<file path="src/rtl/mouse_ctl_setter.sv">
// Programs cursor bounds and initial position into the mouse controller after
// reset, then writes clamped X/Y targets on move requests (one-deep pending slot).
module mouse_ctl_setter #(
    parameter int XMAX       = 799,
    parameter int YMAX       = 599,
    parameter int XINIT      = 400,
    parameter int YINIT      = 300,
    parameter int GAP_CYCLES = 4
) (
    input  logic        clk,
    input  logic        rst,
    input  logic        move_req,
    input  logic [11:0] target_x,
    input  logic [11:0] target_y,
    output logic [11:0] value,
    output logic        setmax_x,
    output logic        setmax_y,
    output logic        setx,
    output logic        sety,
    output logic        busy,
    output logic        done
);
    localparam int CW = (GAP_CYCLES < 2) ? 1 : $clog2(GAP_CYCLES);
    localparam logic [11:0] XMAX_V  = 12'(XMAX);
    localparam logic [11:0] YMAX_V  = 12'(YMAX);
    localparam logic [11:0] XINIT_V = 12'(XINIT);
    localparam logic [11:0] YINIT_V = 12'(YINIT);
    localparam logic [CW-1:0] GAP_LAST = CW'(GAP_CYCLES - 1);

    typedef enum logic [2:0] {BOOT, MAXX, MAXY, SETX, SETY, GAP, DONE, IDLE} state_t;

    state_t        state, state_n, last, last_n;
    logic [CW-1:0] cnt, cnt_n;
    logic [11:0]   cur_x, cur_y, cur_x_n, cur_y_n;
    logic          pend_v, pend_v_n;
    logic [11:0]   pend_x, pend_y, pend_x_n, pend_y_n;
    logic [11:0]   value_n;
    logic [11:0]   req_x, req_y;
    logic          in_seq;

    // Clamp happens at capture so pending and current operands are always legal.
    assign req_x  = (target_x > XMAX_V) ? XMAX_V : target_x;
    assign req_y  = (target_y > YMAX_V) ? YMAX_V : target_y;
    assign in_seq = (state == MAXX) || (state == MAXY) || (state == SETX) ||
                    (state == SETY) || (state == GAP);

    always_comb begin
        state_n  = state;
        last_n   = last;
        cnt_n    = cnt;
        cur_x_n  = cur_x;
        cur_y_n  = cur_y;
        pend_v_n = pend_v;
        pend_x_n = pend_x;
        pend_y_n = pend_y;

        if (in_seq && move_req) begin
            pend_v_n = 1'b1;
            pend_x_n = req_x;
            pend_y_n = req_y;
        end

        case (state)
            BOOT: begin
                state_n = MAXX;
                cur_x_n = XINIT_V;
                cur_y_n = YINIT_V;
            end
            MAXX, MAXY, SETX, SETY: begin
                last_n  = state;
                cnt_n   = GAP_LAST;
                state_n = GAP;
            end
            GAP: begin
                if (cnt == '0) begin
                    case (last)
                        MAXX:    state_n = MAXY;
                        MAXY:    state_n = SETX;
                        SETX:    state_n = SETY;
                        default: state_n = DONE;
                    endcase
                end else begin
                    cnt_n = cnt - 1'b1;
                end
            end
            DONE: begin
                if (pend_v) begin
                    // Pending wins; a request arriving now becomes the next pending.
                    state_n  = SETX;
                    cur_x_n  = pend_x;
                    cur_y_n  = pend_y;
                    pend_v_n = move_req;
                    if (move_req) begin
                        pend_x_n = req_x;
                        pend_y_n = req_y;
                    end
                end else if (move_req) begin
                    state_n = SETX;
                    cur_x_n = req_x;
                    cur_y_n = req_y;
                end else begin
                    state_n = IDLE;
                end
            end
            IDLE: begin
                if (move_req) begin
                    state_n = SETX;
                    cur_x_n = req_x;
                    cur_y_n = req_y;
                end
            end
            default: state_n = BOOT;
        endcase

        case (state_n)
            MAXX:    value_n = XMAX_V;
            MAXY:    value_n = YMAX_V;
            SETX:    value_n = cur_x_n;
            SETY:    value_n = cur_y_n;
            GAP:     value_n = value;
            default: value_n = '0;
        endcase
    end

    always_ff @(posedge clk) begin
        if (rst) begin
            state    <= BOOT;
            last     <= MAXX;
            cnt      <= '0;
            cur_x    <= '0;
            cur_y    <= '0;
            pend_v   <= 1'b0;
            pend_x   <= '0;
            pend_y   <= '0;
            value    <= '0;
            setmax_x <= 1'b0;
            setmax_y <= 1'b0;
            setx     <= 1'b0;
            sety     <= 1'b0;
            busy     <= 1'b0;
            done     <= 1'b0;
        end else begin
            state    <= state_n;
            last     <= last_n;
            cnt      <= cnt_n;
            cur_x    <= cur_x_n;
            cur_y    <= cur_y_n;
            pend_v   <= pend_v_n;
            pend_x   <= pend_x_n;
            pend_y   <= pend_y_n;
            value    <= value_n;
            setmax_x <= (state_n == MAXX);
            setmax_y <= (state_n == MAXY);
            setx     <= (state_n == SETX);
            sety     <= (state_n == SETY);
            busy     <= (state_n == MAXX) || (state_n == MAXY) || (state_n == SETX) ||
                        (state_n == SETY) || (state_n == GAP);
            done     <= (state_n == DONE);
        end
    end
endmodule

</file>
<file path="config.mk">
export PLATFORM = sky130hd
export DESIGN_NAME = mouse_ctl_setter
export DESIGN_NICKNAME = d
export VERILOG_FILES = /design/src/rtl/mouse_ctl_setter.sv
export SDC_FILE = /design/constraint.sdc
export NUM_CORES = 1
export LEC_CHECK = 0
export CORE_MARGIN = 5
export CORE_UTILIZATION = 35
export CTS_BUF_LIST = sky130_fd_sc_hd__clkbuf_4
export CTS_CLUSTER_SIZE = 40
export DETAILED_ROUTE_END_ITERATION = 6
export GPL_TIMING_DRIVEN = 0
export PLACE_DENSITY = 0.66
export SETUP_SLACK_MARGIN = 0.15
export SYNTH_ARGS = -nofsm -noshare
export SYNTH_HDL_FRONTEND = slang
export SYNTH_SLANG_ARGS = --single-unit
</file>
<file path="constraint.sdc">
create_clock -name clk -period 2.6 [get_ports clk]
set_input_delay 0.26 -clock clk [delete_from_list [all_inputs] [get_ports clk]]
set_output_delay 0.26 -clock clk [all_outputs]
set_load 0.01 [all_outputs]
</file>
=== Word-level counts from Yosys, hierarchy flattened ===
Cells that the tools add are included.

* Add/subtract/negate cells: 1
* Order comparisons: 2
* Equal/unequal tests: 17
* Muxes and demuxes: 28
* Reductions and logical operators: 14

{| class="wikitable"
|+ Operators with widths
! kind !! number
|-
| $mux 12 || 14
|-
| $pmux 12 s3 || 2
|-
| $pmux 12 s5 || 1
|-
| $gt 12x10->1 const B || 2
|-
| $eq 3x3->1 const B || 7
|-
| $eq 3x2->1 const B || 6
|-
| $pmux 3 s5 || 1
|-
| $mux 3 || 4
|-
| $eq 3x1->1 const B || 3
|-
| $pmux 3 s3 || 1
|-
| $logic_or 1x1->1 || 8
|-
| $pmux 2 s2 || 1
|-
| $reduce_or 4->1 || 1
|-
| $logic_not 3->1 || 1
|-
| $mux 1 || 3
|-
| $logic_not 2->1 || 1
|-
| $mux 2 || 1
|-
| $ne 2x2->1 const B || 1
|-
| $reduce_and 2->1 || 1
|-
| $reduce_bool 2->1 || 1
|-
| $sub 2x1->2 const B || 1
|-
| $logic_and 1x1->1 || 1
|}

* Bits in registers: 75
* Bits of input ports: 27
* Logic and storage cells: 77

=== Depth between registers and ports, before layout ===
Gate-level depths: netlist of the first run.

* Depth in word-level cells: 10
* Depth in mapped cells: 8

=== Worst setup path before layout of the first run ===
Ideal clock, no wire load.

* Kind: input -> register
* From: input target_y[5]
* To: register value[1]
* Setup time: 122 ps
* Arrival time: 1825 ps
* Required time: 2478 ps
* Setup slack: 653 ps
* Cell stages on the path: 5
* Path buffers: 0
* Cells stage by stage: a211o_1 > a2111oi_4 > a21oi_2 > a221o_1 > a221o_1

* Word-level cells in the longest chain between the ends: 6

{| class="wikitable"
|+ RTL lines
! item !! RTL line !! RTL
|-
| from (decl) || 14 || <nowiki>input logic [11:0] target_y,</nowiki>
|-
| $gt 12x10->1 * || 43 || <nowiki>assign req_y = (target_y > YMAX_V) ? YMAX_V : target_y;</nowiki>
|-
| $mux 12 * || 43 ||
|-
| $mux 12 * || 97, 106 ||
|-
| $mux 12 || 87 || <nowiki>if (pend_v) begin</nowiki>
|-
| $pmux 12 s3 * || 63 || <nowiki>case (state)</nowiki>
|-
| $pmux 12 s5 * || 115 || <nowiki>case (state_n)</nowiki>
|-
| to (signal assigned) || 151 || <nowiki>value <= value_n;</nowiki>
|-
| to (decl) || 15 || <nowiki>output logic [11:0] value,</nowiki>
|}

Mark *: on every way between the ends. The rest lies on a longest branch, timed or not.
A chain may end at the register's enable or synchronous reset.

=== Worst setup path in the final report of the first run ===
* From: register state[1]
* To: register value[5]

* Word-level cells in the longest chain between the ends: 5
* Elaborated cells between the ends (all ways): 20
* Classes of those cells: eq/ne: 12; mux: 6; reduce/logical: 2

{| class="wikitable"
|+ RTL lines
! item !! RTL line !! RTL
|-
| from (decl) || 32 || <nowiki>state_t state, state_n, last, last_n;</nowiki>
|-
| from (signal assigned) || 143 || <nowiki>state <= state_n;</nowiki>
|-
| $eq 3x1->1 (tied with other cells) || 63 ||
|-
| $reduce_or 4->1 || 63 ||
|-
| $pmux 3 s5 || 63 ||
|-
| $eq 3x3->1 (tied with other cells) || 115 ||
|-
| $pmux 12 s5 || 115 ||
|}

Several ways; a longest one is shown, not always the timed one.

==> results.txt, run 1 <==
----------------------------------------------------
[Route]
  Initial DRT Pass Iterations ... 5
  Post-route antenna net violation count ... 0
  Drc violations ... 0
  Via density ... 5.804
  Wirelength per Cell ... 18.48 um
  DR iter-0 viols ... approximately 260
  Wire length reported by the detailed router ... just over 10 mm
  Total vias in the final route ... 3204

[Synthesis]
  Netlist area before placement ... 0.003272 sq mm
  Async set-reset flop share out of synthesis ... 0%
  Average instance area after synthesis ... 8.565 sq um
  Instance count of the mapped netlist ... about 380
  Number of distinct standard cells referenced by the synthesized netlist ... 58
  Total of flip-flops plus latches after synthesis ... between 70 and 80
  Net Count, Synth ... 410
  Sequential area share after synthesis ... a little under half
  Dominant register cell in the synthesized netlist ... sky130_fd_sc_hd__dfxtp_1
  EDFF count, synth ... 0
  Number of warnings printed during yosys synthesis ... 0

[Floorplanning]
  Effective utilization at floorplan ... a little over a third
  Die Wd ... 106.7 um
  Number of placement rows ... 35
  Die area ... 0.01138 sq mm
  Number of ports placed on the die boundary ... between 40 and 50
  Die extent in y ... 106.7 um
  Floorplan Core Area ... slightly above 0.009 sq mm

[CTS]
  CTS Root Buffer Type ... sky130_fd_sc_hd__clkbuf_4
  Number of buffers inserted during clock tree synthesis ... 9
  Clock Pin Slew Worst Setup and Hold Paths ... 120 ps
  Total clock sinks ... 75
  Clock latency on the worst-skew pair ... 430 ps
  Worst-case clock buffer depth ... 2
  H-tree depth reported by CTS ... 3
  Setup Buffers After CTS ... 0
  TritonCTS clock tree ... done

[Worst setup path]
  Endpoint arrival time on the critical path ... 2700 ps
  Critical Path Start Type ... flip-flop
  Crit-path max FO ... 10
  Worst reg2reg path depth ... 7
  Cells along the critical path ... buf_2 -> and2_1 -> clkbuf_2 -> a211oi_2 -> clkbuf_1 -> a222oi_1 -> o211ai_1
  CP Data Required Time ... around 3000 ps
  Standard cell with the maximum stage delay on the critical path ... sky130_fd_sc_hd__a211oi_2
  Category of the most critical setup path ... flip-flop to flip-flop
  Max stage delay on crit path ... 600 ps
  CP Capture Type ... flip-flop

[Power]
  Max VDD drop ... 227.5 uV
  Pwr/cell area ... 645.8 mW/mm^2
  Leakage power of the design ... 1.534 nW

[Timing]
  Count of pins over their slew limit ... 0
  Fin crit period ... 2356 ps
  Transition time at the pin with the least slew margin ... 728.7 ps
  Finish-stage setup viols ... 0
  Achievable clock frequency ... 424.5 MHz
  RSZ-0062 raised after global routing ... yes
  Sum Neg Setup Slack ... 0 ps
  Worst Setup Slack, final ... 244.5 ps
  Worst rel slew slack ... 51.05%
  Number of endpoints with negative hold slack in the final report ... 0
  Final period utilization ... between 90% and 100%
  Final Skew ... 14.08 ps
  Fin Hold WS ... 310.9 ps

[Cells and area]
  Count of fill cells added during filler insertion ... 920
  Non-filler instance count after layout ... roughly 550
  Layout-stage area growth over the synthesis result ... 24.36%
  Final instance area ... 0.004069 sq mm
  Share of cells above drive strength 1 ... between 7 and 8%
  Layout Nets ... 464
  Antenna Diode Count ... 0

[Placement]
  # port buffers ... 43
  Placed wire-length estimate after detailed placement ... 7.273 mm
  Post-place instance area ... 0.003841 sq mm
  Placer Congestion ... 0.8944
  DP Worst Slack ... -218.2 ps
  Post-Place Cells ... 536

[Outcome]
  Result of the run ... finished, final reports clean

[Hold path]
  Cell count of the worst hold path ... 2
  Type of the tightest min-delay check ... input port to flip-flop

[Global routing]
  Met2 routing resource usage after global routing ... 29.99%
  Via count of the first global-routing pass ... 3058
  Met1 routing resource usage after global routing ... 23.82%
  Aggregate global routing overflow ... 0
  Met3 track utilization from global routing ... 2.769%
  Global routing's busiest layer ... met2
  Maximum number of pins on one net before global-route repair ... 13
  Combined global-route utilization of all metal layers ... 18.22%
  Global-route wire length before repair ... 16.17 mm
  Antenna violations before repair ... 0

[Run]
  Max-capacitance violation count ... 0

----------------------------------------------------
[synth_stat cells, types with 2 or more instances]
cell,n,area [sq um]
sky130_fd_sc_hd__a211oi_1,9,67.56
sky130_fd_sc_hd__a22oi_1,4,30.03
sky130_fd_sc_hd__o221ai_1,3,26.28
sky130_fd_sc_hd__a221o_1,6,60.06
sky130_fd_sc_hd__and3_1,12,75.07
sky130_fd_sc_hd__o32a_1,2,20.02
sky130_fd_sc_hd__and4_1,2,17.52
sky130_fd_sc_hd__nand3b_1,3,22.52
sky130_fd_sc_hd__a21oi_1,31,155.2
sky130_fd_sc_hd__a311oi_1,4,35.03
sky130_fd_sc_hd__or4_1,2,15.01
sky130_fd_sc_hd__and2_1,3,18.77
sky130_fd_sc_hd__nand4_1,2,12.51
sky130_fd_sc_hd__nor4_1,4,25.02
sky130_fd_sc_hd__nor3_1,11,55.05
sky130_fd_sc_hd__or3_1,4,25.02
sky130_fd_sc_hd__inv_1,13,48.80
sky130_fd_sc_hd__a21o_1,3,22.52
sky130_fd_sc_hd__clkbuf_1,21,78.83
sky130_fd_sc_hd__nor2b_1,2,12.51
sky130_fd_sc_hd__a2111oi_0,2,17.52
sky130_fd_sc_hd__nor2_1,57,214.0
sky130_fd_sc_hd__nand2b_1,4,25.02
sky130_fd_sc_hd__mux2i_1,3,30.03
sky130_fd_sc_hd__o311a_1,2,20.02
sky130_fd_sc_hd__o21ai_0,19,95.09
sky130_fd_sc_hd__dfxtp_1,75,1501
sky130_fd_sc_hd__buf_2,3,15.01
sky130_fd_sc_hd__o21a_1,4,30.03
sky130_fd_sc_hd__nand2_1,20,75.07
sky130_fd_sc_hd__a221oi_1,7,61.31
sky130_fd_sc_hd__o211ai_1,5,37.54
sky130_fd_sc_hd__a22o_1,3,26.28
sky130_fd_sc_hd__a222oi_1,4,40.04
sky130_fd_sc_hd__buf_1,3,11.26
sky130_fd_sc_hd__nand3_1,8,40.04
[layout by cell type (no fill, tap or decap), drive strengths merged, types with 11 or more instances in the layout]
master,synthesis,final
nor3,11,11
clkbuf,21,34
nand2,20,20
a21oi,32,32
clkdlybuf4s50,0,43
o21ai,19,19
dfxtp,75,75
nor2,57,57
and3,13,13
inv,13,13
[metal layers]
| layer | part of all wire (%) | vias up | routed length (um) |
|---|---|---|---|
| li1 | - | 1525 | - |
| met3 | 6.7 | 24 | 685 |
| met4 | 2.7 | 0 | 275 |
| met5 | 0 | - | 0 |
| met2 | 48 | 134 | 4862 |
| met1 | 43 | 1521 | 4375 |
[final timing paths]
check / start / to / slack, ps
worst min register to register: pend_y[3] / pend_y[3] / 460
worst max register to register: state[1] / value[5] / 240
worst min-delay path: rst / setmax_x / 310
worst max-delay path: state[1] / value[5] / 240
[where the power goes]
part | internal (mW) | switching, mW | total (mW)
clock network | 0.522 | 0.416 | 0.938
registers | 1.21 | 0.0335 | 1.25
logic | 0.182 | 0.260 | 0.442
[what timing repair did]
item,CTS,global route
resized for setup,3,8
hold buffers,0,0
endpoints found under the setup margin,8,16
[worst max-delay path, delay by kind of cell, from the launching register on]
kind	cells	cell delay, ps
compound gates	3	1020
buf+inv	3	810
flops	1	310
simple gates	1	140
[cells by family (layout without fill, tap and decap cells)]
group / count (synthesis) / in the layout / synth area share, %
multiplexers: 3 / 3 / 0.9178
adder cells (fa/ha/maj): 1 / 1 / 0.3823
AND/OR/NAND/NOR: 141 / 141 / 21.03
flip-flops: 75 / 75 / 45.89
buffers and inverters: 41 / 100 / 4.933
XOR/XNOR: 2 / 2 / 0.5355
AO/OA/AOI/OAI: 119 / 119 / 26.31
[metrics by stage]
step	utilization, %	power (mW)
4_1_cts	43.95	2.625
5_1_grt	44.24	2.726
3_5_place_dp	41.77	1.702
6_report	44.24	2.628
3_3_place_gp	41.77	1.697
2_1_floorplan	-	1.518
[area by class of cell]
| cell class | instances | area [sq um] | area share, % |
|---|---|---|---|
| plain buffers | 28 | 116.4 | 2.860 |
| clock buffers | 12 | 90.09 | 2.214 |
| clock inverters | 4 | 98.84 | 2.429 |
| inverters | 13 | 48.80 | 1.199 |
| multi-input cells | 266 | 1644 | 40.41 |
| flip-flops and latches | 75 | 1501 | 36.90 |
| well taps | 111 | 138.9 | 3.413 |
| repair buffers | 43 | 430.4 | 10.58 |
No activity file was read; power rests on OpenSTA's default activity.
==> run 2, diff against run 1 <==
ABC_CLOCK_PERIOD_IN_PS = 2600   (was not set)
==> results of run 2 <==
The final DEF is identical to that of run 1; final timing and power are the same.
==> run 3, diff against run 2 <==
CORE_UTILIZATION = 56   (was 35)
PLACE_DENSITY = 0.92   (was 0.66)
SETUP_SLACK_MARGIN = not set   (was 0.15)
==> run 3 against run 2 <==
Compared with the run above: first-iteration DRC count is 86% higher; critical path depth up 1; cell count down 7.2%; utilization grew 25 points; sequential cell count unchanged.
==> results.txt, run 3 (same netlist as run 1, synthesis figures left out) <==
----------------------------------------------------
[Outcome]
  Result of the run ... finished, final reports clean (unchanged)

[Global routing]
  Antenna violations before repair ... 0 (unchanged)
  Via count of the first global-routing pass ... 3303 (was 3058)
  Maximum number of pins on one net before global-route repair ... 13 (unchanged)
  Combined global-route utilization of all metal layers ... 27.25% (was 18.22%)
  Global-route wire length before repair ... 15.75 mm (was 16.17 mm)
  Aggregate global routing overflow ... 0 (unchanged)

[CTS]
  Clock Pin Slew Worst Setup and Hold Paths ... 120 ps (about the same)
  TritonCTS clock tree ... done (unchanged)
  Setup Buffers After CTS ... 0 (unchanged)
  CTS Root Buffer Type ... sky130_fd_sc_hd__clkbuf_4 (unchanged)
  Clock latency on the worst-skew pair ... 440 ps (was 430 ps)
  Cts hold-fix bufs ... 0 (unchanged)
  Worst-case clock buffer depth ... 2 (unchanged)
  Total clock sinks ... 75 (unchanged)
  Number of buffers inserted during clock tree synthesis ... 9 (unchanged)
  H-tree depth reported by CTS ... 3 (unchanged)

[Worst setup path]
  Register-to-register setup slack ... 180 ps (was 240 ps)
  Crit-path max FO ... 10 (unchanged)
  Crit Reg-Reg Endpoint ... value[6] (was value[5])
  Critical Path Start Type ... flip-flop (unchanged)
  Standard cell with the maximum stage delay on the critical path ... sky130_fd_sc_hd__buf_1 (was sky130_fd_sc_hd__a211oi_2)
  Critical path origin ... pend_v (was state[1])
  Cells along the critical path ... buf_2 -> and4b_1 -> clkbuf_1 -> buf_1 -> nand2_1 -> o21ai_0 -> o21ai_0 -> o211ai_1 (was buf_2 -> and2_1 -> clkbuf_2 -> a211oi_2 -> clkbuf_1 -> a222oi_1 -> o211ai_1)
  Category of the most critical setup path ... flip-flop to flip-flop (unchanged)
  Cell mode on critical path ... sky130_fd_sc_hd__o21ai_0
  CP Data Required Time ... 2960 ps (was 2950 ps)
  Worst reg2reg path depth ... 8 (was 7)
  Max stage delay on crit path ... 520 ps (was 600 ps)
  Worst flop-to-flop path startpoint ... pend_v (was state[1])
  Endpoint arrival time on the critical path ... 2780 ps (was 2700 ps)
  CP Capture Type ... flip-flop (unchanged)

[Cells and area]
  Fin util ... 69.63% (was 44.24%)
  Share of cells above drive strength 1 ... 6.136% (was 7.710%)
  Count of fill cells added during filler insertion ... 451 (was 920)
  Layout Nets ... 464 (unchanged)
  Non-filler instance count after layout ... 512 (was 552)
  Leading cell type in the layout, fill and taps excluded ... sky130_fd_sc_hd__dfxtp_1 (unchanged)
  Commonest cells after routing, fill and taps aside ... sky130_fd_sc_hd__dfxtp_1, sky130_fd_sc_hd__nor2_1, sky130_fd_sc_hd__clkdlybuf4s50_1 (unchanged)
  Antenna Diode Count ... 0 (unchanged)
  Layout-stage area growth over the synthesis result ... 19.35% (was 24.36%)

[Floorplanning]
  Die extent in y ... 86.44 um (was 106.7 um)
  Number of ports placed on the die boundary ... 45 (unchanged)
  Floorplan Core Area ... 0.005608 sq mm (was 0.009196 sq mm)
  Effective utilization at floorplan ... 58.34% (was 35.58%)
  Die area ... 0.007471 sq mm (was 0.01138 sq mm)
  Number of placement rows ... 27 (was 35)
  Die Wd ... 86.44 um (was 106.7 um)

[Route]
  DR iter-0 viols ... 481 (was 259)
  Wire length reported by the detailed router ... 9.993 mm (was 10.20 mm)
  Total vias in the final route ... 3340 (was 3204)
  Drc violations ... 0 (unchanged)
  Post-route antenna net violation count ... 0 (unchanged)
  Initial DRT Pass Iterations ... 5 (unchanged)
  Via density ... 6.523 (was 5.804)
  Wirelength per Cell ... 19.52 um (was 18.48 um)

[Power]
  Gate power share ... 19.2% (was 16.8%)
  Overall power ... 2.288 mW (was 2.628 mW)
  Proportion of power drawn by flip-flops and latches ... 54.7% (was 47.5%)
  Max VDD drop ... 342.9 uV (was 227.5 uV)
  Internal ... 1.577 mW (was 1.919 mW)
  Leakage power of the design ... 1.472 nW (was 1.534 nW)
  Pwr/cell area ... 585.8 mW/mm^2 (was 645.8 mW/mm^2)
  Clock group share of total power ... 26.2% (was 35.7%)
  Switching Power ... 711.1 uW (was 708.8 uW)
  Switching share of power ... 31.09% (was 26.97%)

[Hold path]
  Launch point of the worst hold path ... rst (unchanged)
  Cell count of the worst hold path ... 2 (unchanged)
  Type of the tightest min-delay check ... input port to flip-flop (unchanged)
  Worst Hold Endpoint ... setmax_x (unchanged)

[Timing]
  Number of endpoints with negative hold slack in the final report ... 0 (unchanged)
  Count of pins over their slew limit ... 0 (unchanged)
  Worst Setup Slack, final ... 180.7 ps (was 244.5 ps)
  Achievable clock frequency ... 413.3 MHz (was 424.5 MHz)
  Final period utilization ... 93.05% (was 90.60%)
  Worst rel slew slack ... 36.49% (was 51.05%)
  Fin crit period ... 2419 ps (was 2356 ps)
  Finish-stage setup viols ... 0 (unchanged)
  RSZ-0062 raised after global routing ... no (was yes)
  Final Skew ... 17.13 ps (was 14.08 ps)
  Transition time at the pin with the least slew margin ... 946.9 ps (was 728.7 ps)
  Fin Hold WS ... 314.9 ps (was 310.9 ps)

[Placement]
  Post-Place Cells ... 497 (was 536)
  Placed wire-length estimate after detailed placement ... 7.097 mm (was 7.273 mm)
  DP Worst Slack ... -81.84 ps (was -218.2 ps)
  # port buffers ... 43 (unchanged)
  Placer Congestion ... 0.9603 (was 0.8944)

[Run]
  Max-capacitance violation count ... 0 (unchanged)

----------------------------------------------------
## run 3: worst max path at each step
stage,to,slack [ps]
floorplan,value[1],650
global placement,value[4],-100
detailed placement,value[4],-80
CTS,value[4],60
global route,value[6],100
finish,value[6],180
## run 3: worst max-delay path: cells and delay by family (launching register included)
kind            cells  cell delay, ps
flops               1             330
compound gates      3             410
buf+inv             3            1200
simple gates        2             410
## run 3: power by group through the flow
stage               Combinational (mW)  Sequential [mW]  Clock [mW]
finish                           0.438             1.25       0.599
global route                     0.469             1.26       0.645
CTS                              0.425             1.25       0.597
detailed placement               0.422             1.28           0
global placement                 0.409             1.27           0
floorplan                        0.243             1.27           0
## run 3: routing by layer
layer  GRT usage, %  wire length [um]
met5              0                 0
met4          17.28               391
met3          6.179              1037
met2          44.02              4671
met1          32.55              3893
## run 3: what timing repair did
item,in CTS,in global routing
endpoints found under the setup margin,4,4
gates cloned,0,0
resized for setup,2,1
## run 3: cell type report
| type | instances | area, sq um | area share [%] |
|---|---|---|---|
| Multi-Input combinational cell | 266 | 1620 | 41.49 |
| Buffer | 28 | 112.6 | 2.884 |
| Timing Repair Buffer | 43 | 430.4 | 11.02 |
| Sequential cell | 75 | 1501 | 38.45 |
| Clock inverter | 6 | 33.78 | 0.8651 |
| Clock buffer | 9 | 67.56 | 1.730 |
| Tap cell | 72 | 90.09 | 2.307 |
| Inverter | 13 | 48.80 | 1.250 |
## run 3: metrics by stage
step	area, sq um	TNS [ps]
CTS	3900	0
detailed placement	3792	-357.7
global placement	3792	-273.0
floorplan	3272	0
global route	3905	0
finish	3905	0
